**config.mk**
```make
export PLATFORM = sky130hd
export DESIGN_NAME = dmem_responder
export DESIGN_NICKNAME = d
export VERILOG_FILES = /design/src/rtl/dmem_responder.sv
export SDC_FILE = /design/constraint.sdc
export NUM_CORES = 1
export LEC_CHECK = 0
export CAP_MARGIN = 0
export CORE_MARGIN = 8
export CORE_UTILIZATION = 45
export DETAILED_ROUTE_END_ITERATION = 8
export PLACE_DENSITY = 0.81
export SLEW_MARGIN = 10
export SYNTH_ARGS = -nofsm -noshare
export SYNTH_HDL_FRONTEND = slang
export SYNTH_SLANG_ARGS = --single-unit
```
**constraint.sdc**
```tcl
create_clock -name clk -period 2.7 [get_ports clk]
set_input_delay 0.81 -clock clk [delete_from_list [all_inputs] [get_ports clk]]
set_output_delay 0.81 -clock clk [all_outputs]
set_load 0.1 [all_outputs]
```
**src/rtl/dmem_responder.sv**
```systemverilog
// Memory-stage load/store responder: bridges one sized access per instruction
// onto a word-addressed request/ready + rvalid bus and stalls until it completes.
module dmem_responder #(
    parameter int ADDR_W  = 16,
    parameter int TIMEOUT = 1023
) (
    input  logic              clk,
    input  logic              rstn,
    input  logic              mem_read,
    input  logic              mem_write,
    input  logic [31:0]       addr,
    input  logic [31:0]       wdata,
    input  logic [1:0]        size,
    input  logic              unsigned_ld,
    output logic [31:0]       dout,
    output logic              stall,
    output logic              misaligned,
    output logic              bus_err,
    output logic              bus_req,
    output logic              bus_we,
    output logic [ADDR_W-1:0] bus_addr,
    output logic [31:0]       bus_wdata,
    output logic [3:0]        bus_be,
    input  logic              bus_ready,
    input  logic              bus_rvalid,
    input  logic [31:0]       bus_rdata
);

    localparam int CW = $clog2(TIMEOUT + 2);

    typedef enum logic [1:0] {S_IDLE, S_REQ, S_WAIT, S_DONE} state_t;

    state_t            r_state;
    logic [CW-1:0]     r_cnt;
    logic [1:0]        r_off;
    logic [1:0]        r_size;
    logic              r_uns;
    logic [31:0]       r_dout;
    logic              r_mis;
    logic              r_err;
    logic              r_req;
    logic              r_we;
    logic [ADDR_W-1:0] r_addr;
    logic [31:0]       r_wdata;
    logic [3:0]        r_be;

    logic        w_req;
    logic        w_aligned;
    logic [3:0]  w_be;
    logic [31:0] w_wdata;
    logic [7:0]  w_byte;
    logic [15:0] w_half;
    logic [31:0] w_ldata;
    logic        w_unused;

    assign w_req    = mem_read | mem_write;
    assign w_unused = &{1'b0, addr[31:ADDR_W+2]};

    always_comb begin
        w_aligned = 1'b1;
        w_be      = 4'b1111;
        w_wdata   = wdata;
        case (size)
            2'b00: begin
                w_be    = 4'b0001 << addr[1:0];
                w_wdata = {4{wdata[7:0]}};
            end
            2'b01: begin
                w_aligned = ~addr[0];
                w_be      = 4'b0011 << {addr[1], 1'b0};
                w_wdata   = {2{wdata[15:0]}};
            end
            default: w_aligned = (addr[1:0] == 2'b00);
        endcase
    end

    // Lane select uses the byte offset latched with the request.
    always_comb begin
        case (r_off)
            2'd0:    w_byte = bus_rdata[7:0];
            2'd1:    w_byte = bus_rdata[15:8];
            2'd2:    w_byte = bus_rdata[23:16];
            default: w_byte = bus_rdata[31:24];
        endcase
        w_half = r_off[1] ? bus_rdata[31:16] : bus_rdata[15:0];
        case (r_size)
            2'b00:   w_ldata = {{24{~r_uns & w_byte[7]}}, w_byte};
            2'b01:   w_ldata = {{16{~r_uns & w_half[15]}}, w_half};
            default: w_ldata = bus_rdata;
        endcase
    end

    always_ff @(posedge clk or negedge rstn) begin
        if (!rstn) begin
            r_state <= S_IDLE;
            r_cnt   <= '0;
            r_off   <= 2'b00;
            r_size  <= 2'b00;
            r_uns   <= 1'b0;
            r_dout  <= 32'h0;
            r_mis   <= 1'b0;
            r_err   <= 1'b0;
            r_req   <= 1'b0;
            r_we    <= 1'b0;
            r_addr  <= '0;
            r_wdata <= 32'h0;
            r_be    <= 4'b0000;
        end else begin
            r_mis <= 1'b0;
            r_err <= 1'b0;
            case (r_state)
                S_IDLE: begin
                    if (w_req && !w_aligned) begin
                        r_mis <= 1'b1;
                    end else if (w_req) begin
                        r_state <= S_REQ;
                        r_req   <= 1'b1;
                        r_we    <= mem_write;
                        r_addr  <= addr[ADDR_W+1:2];
                        r_wdata <= w_wdata;
                        r_be    <= w_be;
                        r_off   <= addr[1:0];
                        r_size  <= size;
                        r_uns   <= unsigned_ld;
                    end
                end
                S_REQ: begin
                    if (bus_ready) begin
                        r_req   <= 1'b0;
                        r_cnt   <= '0;
                        r_state <= r_we ? S_DONE : S_WAIT;
                    end
                end
                S_WAIT: begin
                    // Data arriving on the timeout cycle still wins.
                    if (bus_rvalid) begin
                        r_dout  <= w_ldata;
                        r_state <= S_DONE;
                    end else if (r_cnt == CW'(TIMEOUT)) begin
                        r_dout  <= 32'hDEADBEEF;
                        r_err   <= 1'b1;
                        r_state <= S_DONE;
                    end else begin
                        r_cnt <= r_cnt + 1'b1;
                    end
                end
                S_DONE:  r_state <= S_IDLE;
                default: r_state <= S_IDLE;
            endcase
        end
    end

    assign stall = rstn &
                   ((r_state == S_IDLE && w_req && w_aligned) ||
                    r_state == S_REQ || r_state == S_WAIT);

    assign dout       = r_dout;
    assign misaligned = r_mis;
    assign bus_err    = r_err;
    assign bus_req    = r_req;
    assign bus_we     = r_we;
    assign bus_addr   = r_addr;
    assign bus_wdata  = r_wdata;
    assign bus_be     = r_be;

endmodule

```
==> results of run 1 <==
-- per-stage QoR --
step                cells  setup TNS, ns  cell area [um2]
global route          835              0             7340
floorplan             506         -0.195             5240
detailed placement    818          -2.98             6970
finish                835              0             7340
CTS                   835              0             7330
global placement      818          -2.37             6970
-- Yosys cell counts (6+ instances only) --
cell type	count	share of area
mux2i_1	26	0.050
inv_1	8	0.0058
clkbuf_1	16	0.012
nor2_1	52	0.038
nor2b_1	10	0.012
xnor2_1	7	0.012
mux2_2	30	0.065
a211oi_1	6	0.0087
a22oi_1	7	0.010
a21o_1	6	0.0087
dfrtp_1	106	0.51
o21ai_0	35	0.034
nand2b_1	8	0.0096
buf_2	10	0.0096
nand2_1	66	0.048
a21oi_1	37	0.036
-- flip-flops by register name, indices dropped and copies added, names as in the netlist --
signal      cells
bus_addr       16
misaligned      1
bus_be          4
r_size          2
r_cnt          11
r_uns           1
dout           32
bus_wdata      32
bus_we          1
r_state         2
r_off           2
bus_req         1
bus_err         1
-- cell families (layout without fill, tap and decap cells) --
kind of cell	count (synthesis)	in the layout	synth area share
xor+xnor	7	7	0.0118
buf+inv	39	225	0.0391
simple gates	163	163	0.143
fa+ha+maj	4	4	0.00965
flops	106	106	0.511
compound gates	126	126	0.156
mux	61	61	0.129
-- metal layers --
layer / vias up / global-route usage / routed length [um]
li1: 2141 / - / -
met1: 2192 / 0.212 / 5570
met2: 176 / 0.347 / 7710
met3: 31 / 0.0785 / 1630
met4: 2 / 0.0850 / 364
met5: - / 0 / 10
-- timing repair --
item                       CTS  global route
setup endpoints to repair    1             1
hold buffers                 0             0
gates resized for setup      7             2
cloned                       0             0
pin swaps                    5             0
buffers inserted             2             0
-- final cells by class --
class,instances,area [um2],area share
Sequential cell,106,2650,0.362
Tap cell,143,179,0.0244
Inverter,8,30.0,0.00409
Multi-Input combinational cell,361,2360,0.322
Clock buffer,10,239,0.0326
Timing Repair Buffer,202,1770,0.242
Clock inverter,5,103,0.0140
-- worst register-to-register path, delay by kind of cell, from the launching register on --
| family | cells | cell delay [ns] |
|---|---|---|
| AO/OA/AOI/OAI | 2 | 0.39 |
| adder cells (fa/ha/maj) | 1 | 0.21 |
| buffers and inverters | 2 | 0.35 |
| flip-flops | 1 | 0.39 |
| multiplexers | 1 | 0.32 |
| AND/OR/NAND/NOR | 2 | 0.34 |
-- path summary, 6_finish.rpt --
path,to,cells past startpoint,from
setup reg to reg,r_cnt[9],8,r_state[0]
hold / removal,bus_wdata[31],2,bus_wdata[31]
setup / recovery,stall,6,addr[0]
hold reg to reg,bus_wdata[31],2,bus_wdata[31]
min in group asynchronous,dout[25],2,rstn
max in group asynchronous,dout[13],2,rstn
==> impl_results.rst, run 1 <==
.. list-table::
   :header-rows: 1

   * - Metric
     - Value
   * - Run status
     - finished, final reports clean
   * - Sinks on the clock net
     - 106
   * - Worst hold slack
     - 0.481 ns
   * - Max Clk Rate
     - ~380 MHz
   * - Number of primary I/O pins
     - roughly 190
   * - Die extent in x
     - around 120 um
   * - DRC errors left
     - 0
   * - Critical path peak fanout
     - 3
   * - Initial cell density of the core
     - 0.458
   * - Depth of the CTS H-tree
     - 3
   * - Largest buffer count on any clock path
     - 2
   * - Row cnt
     - 39
   * - Total global routing track utilization
     - 0.200
   * - Count of synthesis-stage warnings from yosys
     - 0
   * - Category of the worst setup path capture point
     - primary output
   * - Register-to-register path setup slack
     - ~0.58 ns
   * - TritonCTS clock tree
     - done
   * - Slowest cell on the critical path
     - dlygate4sd2_1
   * - Final GP Congestion
     - ~0.82
   * - Pre-Repair DR Iteration Count
     - 5
   * - Number of fill cells in the layout
     - 922
   * - Crit path cell chain
     - dlygate4sd2_1 > a21oi_2 > or2_4 > nand2b_4 > a21boi_4 > buf_12
   * - Crit path kind
     - in -> out
   * - Antenna Diode Count
     - 0
   * - Clk Latency, worst-skew pair
     - roughly 0.34 ns
   * - Worst-case setup slack after placement
     - -0.195 ns
   * - Vertical die dimension
     - between 100 and 150 um
   * - Clock buffer count from CTS
     - 9
   * - Largest net degree at the start of global routing
     - between 100 and 150
   * - Final Util
     - 0.648
   * - Count of antenna-violating nets left after detailed routing
     - 0
   * - Worst-case setup margin in the final layout
     - approximately 0.065 ns
   * - Max-capacitance violation count
     - 0
   * - Synthesized area per cell
     - between 10 and 15 um2
   * - RSZ-0062 raised after global routing
     - false
   * - Number of global-route vias before repair
     - 4783
   * - Post-Synthesis Cells
     - between 500 and 600
   * - Worst slew pin tran
     - between 0.6 and 0.7 ns
   * - Fraction of final layout cells with drive strength greater than 1
     - 0.260
   * - CP Data Arrival Time
     - 1.83 ns
   * - Initial antenna violation count
     - 1
   * - Area of the core
     - 11300 um2
   * - Number of failing setup endpoints in the final timing report
     - 0
   * - Global-route congestion overflow total
     - 0
   * - Number of buffers and inverters on the critical path
     - 2
   * - Die footprint
     - roughly 15000 um2
   * - Proportion of synthesized flip-flops having asynchronous set or reset
     - 1.00
   * - Max Slew Vio Count
     - 0
   * - First-pass GRT wire length
     - about 24000 um
   * - WL per Instance
     - approximately 18 um
   * - Most common flop cell mapped by yosys
     - dfrtp_1
   * - Slowest stage delay, CP
     - around 0.28 ns
   * - Top delay family on crit path
     - buffers and inverters
   * - Most frequent standard cell in the layout excluding fill and tap cells
     - buf_4
   * - Final critical path time including I/O delays and setup
     - about 2.6 ns
   * - Crit share post-route
     - 0.976
   * - Portion of the post-synthesis area used by sequential elements
     - 0.511
   * - Required arrival time at the worst endpoint
     - around 1.9 ns
   * - Root Buffer Master
     - clkbuf_16
   * - Routed WL
     - roughly 15000 um
   * - Number of violations reported at the end of detailed-routing iteration 0
     - approximately 230
   * - Cell area after technology mapping
     - between 5000 and 6000 um2
   * - Post-synthesis register bit count
     - roughly 110
   * - Most used cells in the layout excluding fill and tap cells
     - buf_4, dfrtp_1, clkdlybuf4s50_1
   * - DPL Wire Length
     - approximately 12000 um
   * - Number of enable-type register cells in the synthesized netlist
     - 0
   * - Hold violation count in the final report
     - 0
   * - Vias
     - between 4000 and 5000
   * - Port Buffer Count
     - ~180
   * - Relative slew margins
     - 0.565
   * - Max Clock Skew
     - about 0.010 ns
   * - Synthesis-to-layout area growth
     - 41.4%
   * - Kind of path behind the tightest hold check
     - reg -> reg
   * - Total nets after synthesis
     - a little over 600
   * - Detailed-route vias per instance
     - around 5.4
   * - CTS clock-pin slew for the worst setup and hold paths
     - 0.07 ns
   * - Final nets
     - between 700 and 800
   * - Unique masters post-synth
     - 54
   * - Type of element launching the critical path
     - input pin
Power of run 1 is left out: the tool's default activity adds up to more than one toggle a clock period on the data nets, which glitch-free logic cannot reach.
==> run 2, diff against run 1 <==
Settings changed: CORE_UTILIZATION 45 to 46, CTS_BUF_LIST from default to sky130_fd_sc_hd__clkbuf_2 sky130_fd_sc_hd__clkbuf_4 sky130_fd_sc_hd__clkbuf_8, PLACE_DENSITY 0.81 to 0.83.
==> impl_results.rst, run 2 (same netlist as run 1, synthesis figures left out) <==
.. list-table::
   :header-rows: 1

   * - Metric
     - Value
   * - Synthesis-to-layout area growth
     - 38.6%
   * - Count of antenna-violating nets left after detailed routing
     - 0
   * - Depth of the CTS H-tree
     - 3
   * - Global-route congestion overflow total
     - 0
   * - Final critical path time including I/O delays and setup
     - 2.63 ns
   * - Hold Path Sink
     - bus_wdata[25]
   * - Relative slew margins
     - 0.569
   * - Max-capacitance violation count
     - 0
   * - Worst slew pin tran
     - 0.645 ns
   * - RSZ-0062 raised after global routing
     - false
   * - DRC errors left
     - 0
   * - Die footprint
     - between 10000 and 15000 um2
   * - Slowest cell on the critical path
     - dlygate4sd2_1
   * - Final GP Congestion
     - ~0.84
   * - Cell depth of the worst hold path
     - 2
   * - Number of violations reported at the end of detailed-routing iteration 0
     - ~280
   * - TritonCTS clock tree
     - done
   * - Max Clock Skew
     - 0.00631 ns
   * - Max Clk Rate
     - about 380 MHz
   * - Largest buffer count on any clock path
     - 2
   * - Slowest stage delay, CP
     - roughly 0.27 ns
   * - Register-to-register path setup slack
     - just over 0.6 ns
   * - WL per Instance
     - ~18 um
   * - Initial antenna violation count
     - 0
   * - Kind of path behind the tightest hold check
     - reg -> reg
   * - Number of primary I/O pins
     - around 190
   * - Number of fill cells in the layout
     - between 800 and 900
   * - Run status
     - finished, final reports clean
   * - Crit path depth
     - 6
   * - Total Neg Setup Slack
     - 0 ns
   * - Most used cells in the layout excluding fill and tap cells
     - buf_4, dfrtp_1, clkdlybuf4s50_1
   * - Required arrival time at the worst endpoint
     - about 1.9 ns
   * - Pre-Repair DR Iteration Count
     - 4
   * - Clk Latency, worst-skew pair
     - about 0.38 ns
   * - Routed WL
     - between 15000 and 20000 um
   * - Crit share post-route
     - 0.975
   * - Number of failing setup endpoints in the final timing report
     - 0
   * - Top delay family on crit path
     - buffers and inverters
   * - Worst reg2reg endpoint
     - r_cnt[7]
   * - Critical path peak fanout
     - 3
   * - Depth of the worst register-to-register path
     - 6
   * - Number of global-route vias before repair
     - 4947
   * - Worst R2R Start
     - r_cnt[0]
   * - Final nets
     - between 700 and 800
   * - Most frequent standard cell in the layout excluding fill and tap cells
     - buf_4
   * - DPL Wire Length
     - around 11000 um
   * - Vias
     - around 4500
   * - Type of element launching the critical path
     - input pin
   * - First-pass GRT wire length
     - ~25000 um
   * - Die extent in x
     - approximately 120 um
   * - Total global routing track utilization
     - 0.207
   * - Port Buffer Count
     - 179
   * - Fraction of final layout cells with drive strength greater than 1
     - 0.259
   * - Vertical die dimension
     - approximately 120 um
   * - Hold violation count in the final report
     - 0
   * - Row cnt
     - 38
   * - Startpoint of the most critical hold path
     - bus_wdata[25]
   * - Crit path kind
     - in -> out
   * - CTS clock-pin slew for the worst setup and hold paths
     - 0.09 ns
   * - Area of the core
     - 10900 um2
   * - Root Buffer Master
     - clkbuf_8
   * - Category of the worst setup path capture point
     - primary output
   * - Sinks on the clock net
     - approximately 110
   * - Max Slew Vio Count
     - 0
   * - Clock buffer count from CTS
     - 9
   * - Crit path cell chain
     - dlygate4sd2_1 > a21oi_2 > or2_4 > nand2b_4 > a21boi_4 > buf_12
   * - Initial cell density of the core
     - 0.474
   * - Detailed-route vias per instance
     - ~5.5
   * - Number of buffers and inverters on the critical path
     - 2
   * - Largest net degree at the start of global routing
     - approximately 110
   * - CP Data Arrival Time
     - around 1.8 ns
==> run 2: cell count changes in the layout (fill, tap and decap cells not counted), sizes merged <==
| cell | previous run | this run |
|---|---|---|
| dlymetal6s2s | 1 | 2 |
| bufinv | 3 | 1 |
| buf | 113 | 111 |
| dlygate4sd2 | 5 | 4 |
| clkbuf | 10 | 11 |
| clkinv | 1 | 2 |
| diode | 0 | 1 |
==> run 2: repair_timing <==
| item | in CTS | in global routing |
|---|---|---|
| pin swaps | 4 | 0 |
| resized for setup | 7 | 3 |
| endpoints found under the setup margin | 1 | 1 |
| hold buffers | 0 | 0 |
| setup buffers | 1 | 0 |
==> run 2: how the worst max path moves through the flow <==
stage / start / endpoint / slack, ns
after floorplan: size[0] / stall / -0.19
after global placement: addr[0] / stall / -0.13
after detailed placement: addr[0] / stall / -0.17
after CTS: mem_write / stall / 0.00006
after global routing: r_state[0] / stall / 0.006
final: addr[0] / stall / 0.07
==> run 2: stage by stage <==
stage,utilization,worst slack (ns),cell area (um2),std cells,hold WS (ns)
final,0.657,0.0677,7190,831,0.486
after global placement,0.637,-0.126,6960,814,0.463
after floorplan,-,-0.195,5240,506,0.470
after detailed placement,0.637,-0.168,6960,814,0.472
after global routing,0.657,0.00648,7190,830,0.514
after CTS,0.657,0.0000568,7180,830,0.494
==> run 2: area by class of cell <==
class / count / area [um2] / area share
sequential: 106 / 2650 / 0.369
inverter: 8 / 30.0 / 0.00418
timing repair buffer: 200 / 1760 / 0.245
clock buffer: 11 / 151 / 0.0211
tap: 140 / 175 / 0.0244
multi-input combinational: 361 / 2360 / 0.329
antenna: 1 / 2.50 / 0.000348
clock inverter: 4 / 51.3 / 0.00714
==> run 2: routing by layer <==
layer | share of wire | wire (um) | GRT usage | vias to the layer above
li1 | - | - | - | 2138
met1 | 0.38 | 5740 | 0.225 | 2188
met2 | 0.49 | 7360 | 0.350 | 189
met3 | 0.11 | 1620 | 0.0851 | 30
met4 | 0.028 | 419 | 0.0922 | 0
met5 | 0 | 0 | 0 | -
==> run 2: tightest hold or removal path, stage by stage, from the launching register on <==
cell and delay (ns):
dfrtp_1 0.35, nand2_1 0.04, o21ai_0 0.06
Power of run 2 is left out for the same reason.
==> variant 1: new RTL, config.mk and constraints of run 2 <==
Change the parameter `ADDR_W` from 16 to 17.
--- a/src/rtl/dmem_responder.sv
+++ b/src/rtl/dmem_responder.sv
@@ -2,5 +2,5 @@
 // onto a word-addressed request/ready + rvalid bus and stalls until it completes.
 module dmem_responder #(
-    parameter int ADDR_W  = 16,
+    parameter int ADDR_W  = 17,
     parameter int TIMEOUT = 1023
 ) (
Ports: changed (resized bus_addr); port bits go from 194 to 195. No check against the original RTL was run, so the function may have changed too.
==> variant 1 against run 2 <==
Clock skew rose by 0.0060 ns. Synthesized cell count is 3.0% lower. Final area grew 3.3%. Worst setup slack lost 0.0029 ns. Global-route usage increased by 0.38 points. Routed wire length up 3.9%. Die area increased by 2.0%. Largest cell class unchanged. Sequential cell count is 1 higher. Critical path depth decreased by 1. Area after synthesis grew 2.3%.
Power is left out: the tool's default activity adds up to more than one toggle a clock period on the data nets, which glitch-free logic cannot reach.
==> variant 1: results (changes against run 2) <==
Place
  – Placed Cells: 813 (-0.12%)
  – Pre-CTS setup slack: -0.193 ns (-0.0249 ns)
  – Post-placement cell area: 0.00718 mm² (+3.1%)
  – Dpl hpwl: 12300 µm (+7.4%)
  – Final Wtd Congestion: 0.869 (+3.3%)
  – Port-buffer cells: 181 (+1.1%)

Critical path
  – R2R Setup Slk: 0.33 ns (-0.29 ns)
  – Worst-case reg-to-reg path depth: 5 (-1)
  – Worst r2r src: r_cnt[0]
  – Reg-to-reg endpoint: r_state[1]

Clock network
  – Hold Buf Count CTS: 0 (unchanged)
  – Clk pin slew, worst setup/hold paths: 0.10 ns
  – H-tree levels: 3 (unchanged)
  – Clock Latency Late Sink: 0.38 ns (about the same)
  – Num CTS Buffers: 9 (unchanged)

Timing
  – Final hold slack: 0.486 ns (-0.000264 ns)
  – Clock skew: 0.0123 ns (+0.00597 ns)
  – Min cycle time layout: 2.64 ns (+0.00291 ns)
  – Slew HR: 0.365 (-0.204)

Yosys
  – Most frequent cells after synthesis: dfrtp_1 (107), nand2_1 (49), o21ai_0 (39)
  – Synthesized Nets: 600 (-2.4%)
  – Syn. warnings: 0 (unchanged)
  – Top cells by area, synth: dfrtp_1 (50%), mux2_2 (7.0%), mux2i_1 (5.5%)
  – Synthesized area per cell: 10.8 µm² (+5.5%)
  – Synth unique cells: 61 (+13%)
  – Seq/Total Area, Yosys: 0.504 (-0.00697)

Routing
  – 1st-iter DRT viols: 371 (+33%)
  – Vias per inst: 5.58 (+2.0%)
  – Via count: 4642 (+2.1%)
  – Routed wire length per instance: 18.9 µm (+3.8%)

Global routing
  – Vias in the first global route: 4972 (+0.51%)
  – GR Util All Layers: 0.211 (+0.00380)
  – Grt met3 use: 0.0753 (-0.00980)
  – Antenna violations before repair: 3 (+3)
  – First-pass GRT wire length: 25200 µm (+2.7%)
  – Grt met1 use: 0.240 (+0.0149)
  – Met2 Track Usage GR: 0.358 (+0.00737)
  – Pin count of the biggest net entering global routing: 68 (-36%)

Layout
  – Share of layout cells above drive strength 1: 0.277 (+0.0175)
  – Final #Nets: 790 (-0.63%)

Outcome
  – Outcome: complete, no violations

Hold path
  – Hold Path Class: input port to async pin
## variant 1: how the worst min path moves through the flow
stage | endpoint | cells past startpoint
6_report | bus_wdata[12] | 2
5_1_grt | bus_wdata[12] | 2
4_1_cts | bus_wdata[5] | 2
3_5_place_dp | bus_wdata[10] | 2
3_3_place_gp | bus_wdata[10] | 2
2_1_floorplan | bus_addr[0] | 0
## variant 1: metal layers
metal	share of wire	wire length, µm
met5	0	0
met4	0.018	286
met3	0.097	1530
met2	0.50	7920
met1	0.38	6000
## variant 1: kinds of logic (layout without fill, tap and decap cells)
family | after synthesis | after routing | synth area share
AO/OA/AOI/OAI | 145 | 145 | 0.194
AND/OR/NAND/NOR | 129 | 129 | 0.124
flip-flops | 107 | 107 | 0.504
multiplexers | 63 | 63 | 0.129
buffers and inverters | 42 | 237 | 0.0382
adder cells (fa/ha/maj) | 4 | 4 | 0.00943
XOR/XNOR | 1 | 1 | 0.00165
other | 0 | 3 | 0
## variant 1: final cells by class
cell class / count / area, µm²
Fill cell: 900 / 3890
Tap cell: 143 / 179
Inverter: 10 / 37.5
Clock inverter: 7 / 98.8
Multi-Input combinational cell: 342 / 2470
Antenna cell: 3 / 7.51
Sequential cell: 107 / 2680
Clock buffer: 9 / 124
Timing Repair Buffer: 211 / 1830
## variant 1: timing repair
action / 4_1_cts / 5_1_grt
pin swaps: 2 / 2
endpoints found under the setup margin: 1 / 1
resized for setup: 7 / 6
setup buffers: 0 / 0
gates cloned: 0 / 0
## variant 1: critical path, cell delays in order
cell           delay, ns
dlygate4sd2_1       0.30
o21ai_4             0.17
nand3b_1            0.15
a21boi_4            0.20
buf_12              0.19
==> variant 2: new RTL, config.mk and constraints of run 2 <==
Without the edit above. Reset style: synchronous (`rstn`), changed in one clocked block.
--- a/src/rtl/dmem_responder.sv
+++ b/src/rtl/dmem_responder.sv
@@ -91,5 +91,5 @@
     end
 
-    always_ff @(posedge clk or negedge rstn) begin
+    always_ff @(posedge clk) begin
         if (!rstn) begin
             r_state <= S_IDLE;
Behaviour: differs if rstn is asserted again (counterexample within 4 cycles, from zero or initial values and one cycle with rstn low); with rstn held inactive, the same outputs for 4 cycles.
==> variant 2 against run 2 <==
Worst setup slack lost 0.011 ns. Global-route usage grew 0.40 points. Non-clock buffer count shrank 2. Sequential share of layout area shrank 6.3 points. Count of clock-buffer cells in the layout shrank 1. Clock skew grew 0.010 ns. Area after synthesis shrank 2.9%. Worst hold slack lost 0.014 ns. Routed wire length grew 2.6%. Final area shrank 3.4%. Critical path depth shrank 1. Sequential cell count is the same.
==> variant 2: results (changes against run 2) <==
Critical path
  – CP Max Fanout: 2 (-1)
  – Worst-case reg-to-reg path depth: 8 (+2)
  – R2R Setup Slk: 0.74 ns (+0.12 ns)
  – Max stage delay cell, worst path: clkdlybuf4s50_1
  – Reg-to-reg endpoint: bus_wdata[27]

Routing
  – Routed WL: 15500 µm (+2.6%)
  – 1st-iter DRT viols: 422 (+51%)
  – WL met2: 7520 µm (+2.1%)
  – Vias per inst: 5.50 (+0.60%)
  – Max layer used: met5
  – Met1 WL: 6270 µm (+9.3%)

Place
  – Post-placement cell area: 0.00676 mm² (-2.9%)
  – Pre-CTS setup slack: -0.0587 ns (+0.110 ns)
  – Final Wtd Congestion: 0.836 (-0.68%)

Yosys
  – Synthesized Nets: 672 (+9.3%)
  – Most frequent cells after synthesis: dfxtp_1 (106), nand2_1 (104), a21boi_0 (32), nor2_1 (32), clkbuf_1 (24)
  – Synth unique cells: 56 (+3.7%)
  – Synthesized area per cell: 8.96 µm² (-13%)
  – Post-synthesis async set-or-reset flop share: 0 (-1.00)
  – Top cells by area, synth: dfxtp_1 (42%), nand2_1 (7.7%), a21boi_0 (4.8%)
  – Seq/Total Area, Yosys: 0.421 (-0.0900)
  – Ys flop type: dfxtp_1

Timing
  – Slew HR: 0.489 (-0.0801)
  – Clock skew: 0.0166 ns (+0.0103 ns)
  – Maximum clock rate: 378 MHz (-0.41%)
  – Final hold slack: 0.472 ns (-0.0139 ns)

Outcome
  – Outcome: complete, no violations

Global routing
  – GR Util All Layers: 0.211 (+0.00396)
  – Vias in the first global route: 4853 (-1.9%)
  – Grt met1 use: 0.243 (+0.0180)
  – Grt met3 use: 0.0704 (-0.0147)
  – Antenna violations before repair: 2 (+2)
  – Pin count of the biggest net entering global routing: 66 (-38%)
  – Met2 Track Usage GR: 0.358 (+0.00758)

Layout
  – Final #Nets: 840 (+5.7%)
  – Share of layout cells above drive strength 1: 0.220 (-0.0390)

Hold path
  – Hold Startpoint: bus_addr[2]
variant 2: power by group through the flow:
stage               clock network (µW)  logic, µW  registers [µW]
CTS                                932       3730            2050
finish                             907       3710            2050
global route                       986       3900            2080
floorplan                            0       1070            3820
global placement                     0       3660            2060
detailed placement                   0       3710            2080
variant 2: kinds of logic after synthesis:
logic type | after synthesis | synth area share
xor gates and xnor gates | 8 | 0.0139
DFF | 106 | 0.421
buffers and inverters | 45 | 0.0422
muxes | 27 | 0.0589
AOI/OAI and AO/OA | 151 | 0.232
and+or+nand+nor | 220 | 0.219
adders and majority gates | 5 | 0.0124
variant 2: layout make-up:
class,count,area [µm²]
diodes,1,2.50
clock buffers,10,131
clock inverters,6,40.0
fillers,922,3800
inverters,4,15.0
multi-input cells,411,2730
flip-flops and latches,106,2120
well taps,140,175
repair buffers,198,1730
variant 2: repair_timing:
action	4_1_cts	5_1_grt
resized for setup	4	1
setup buffers	2	0
setup endpoints to repair	1	1
pin swaps	4	2
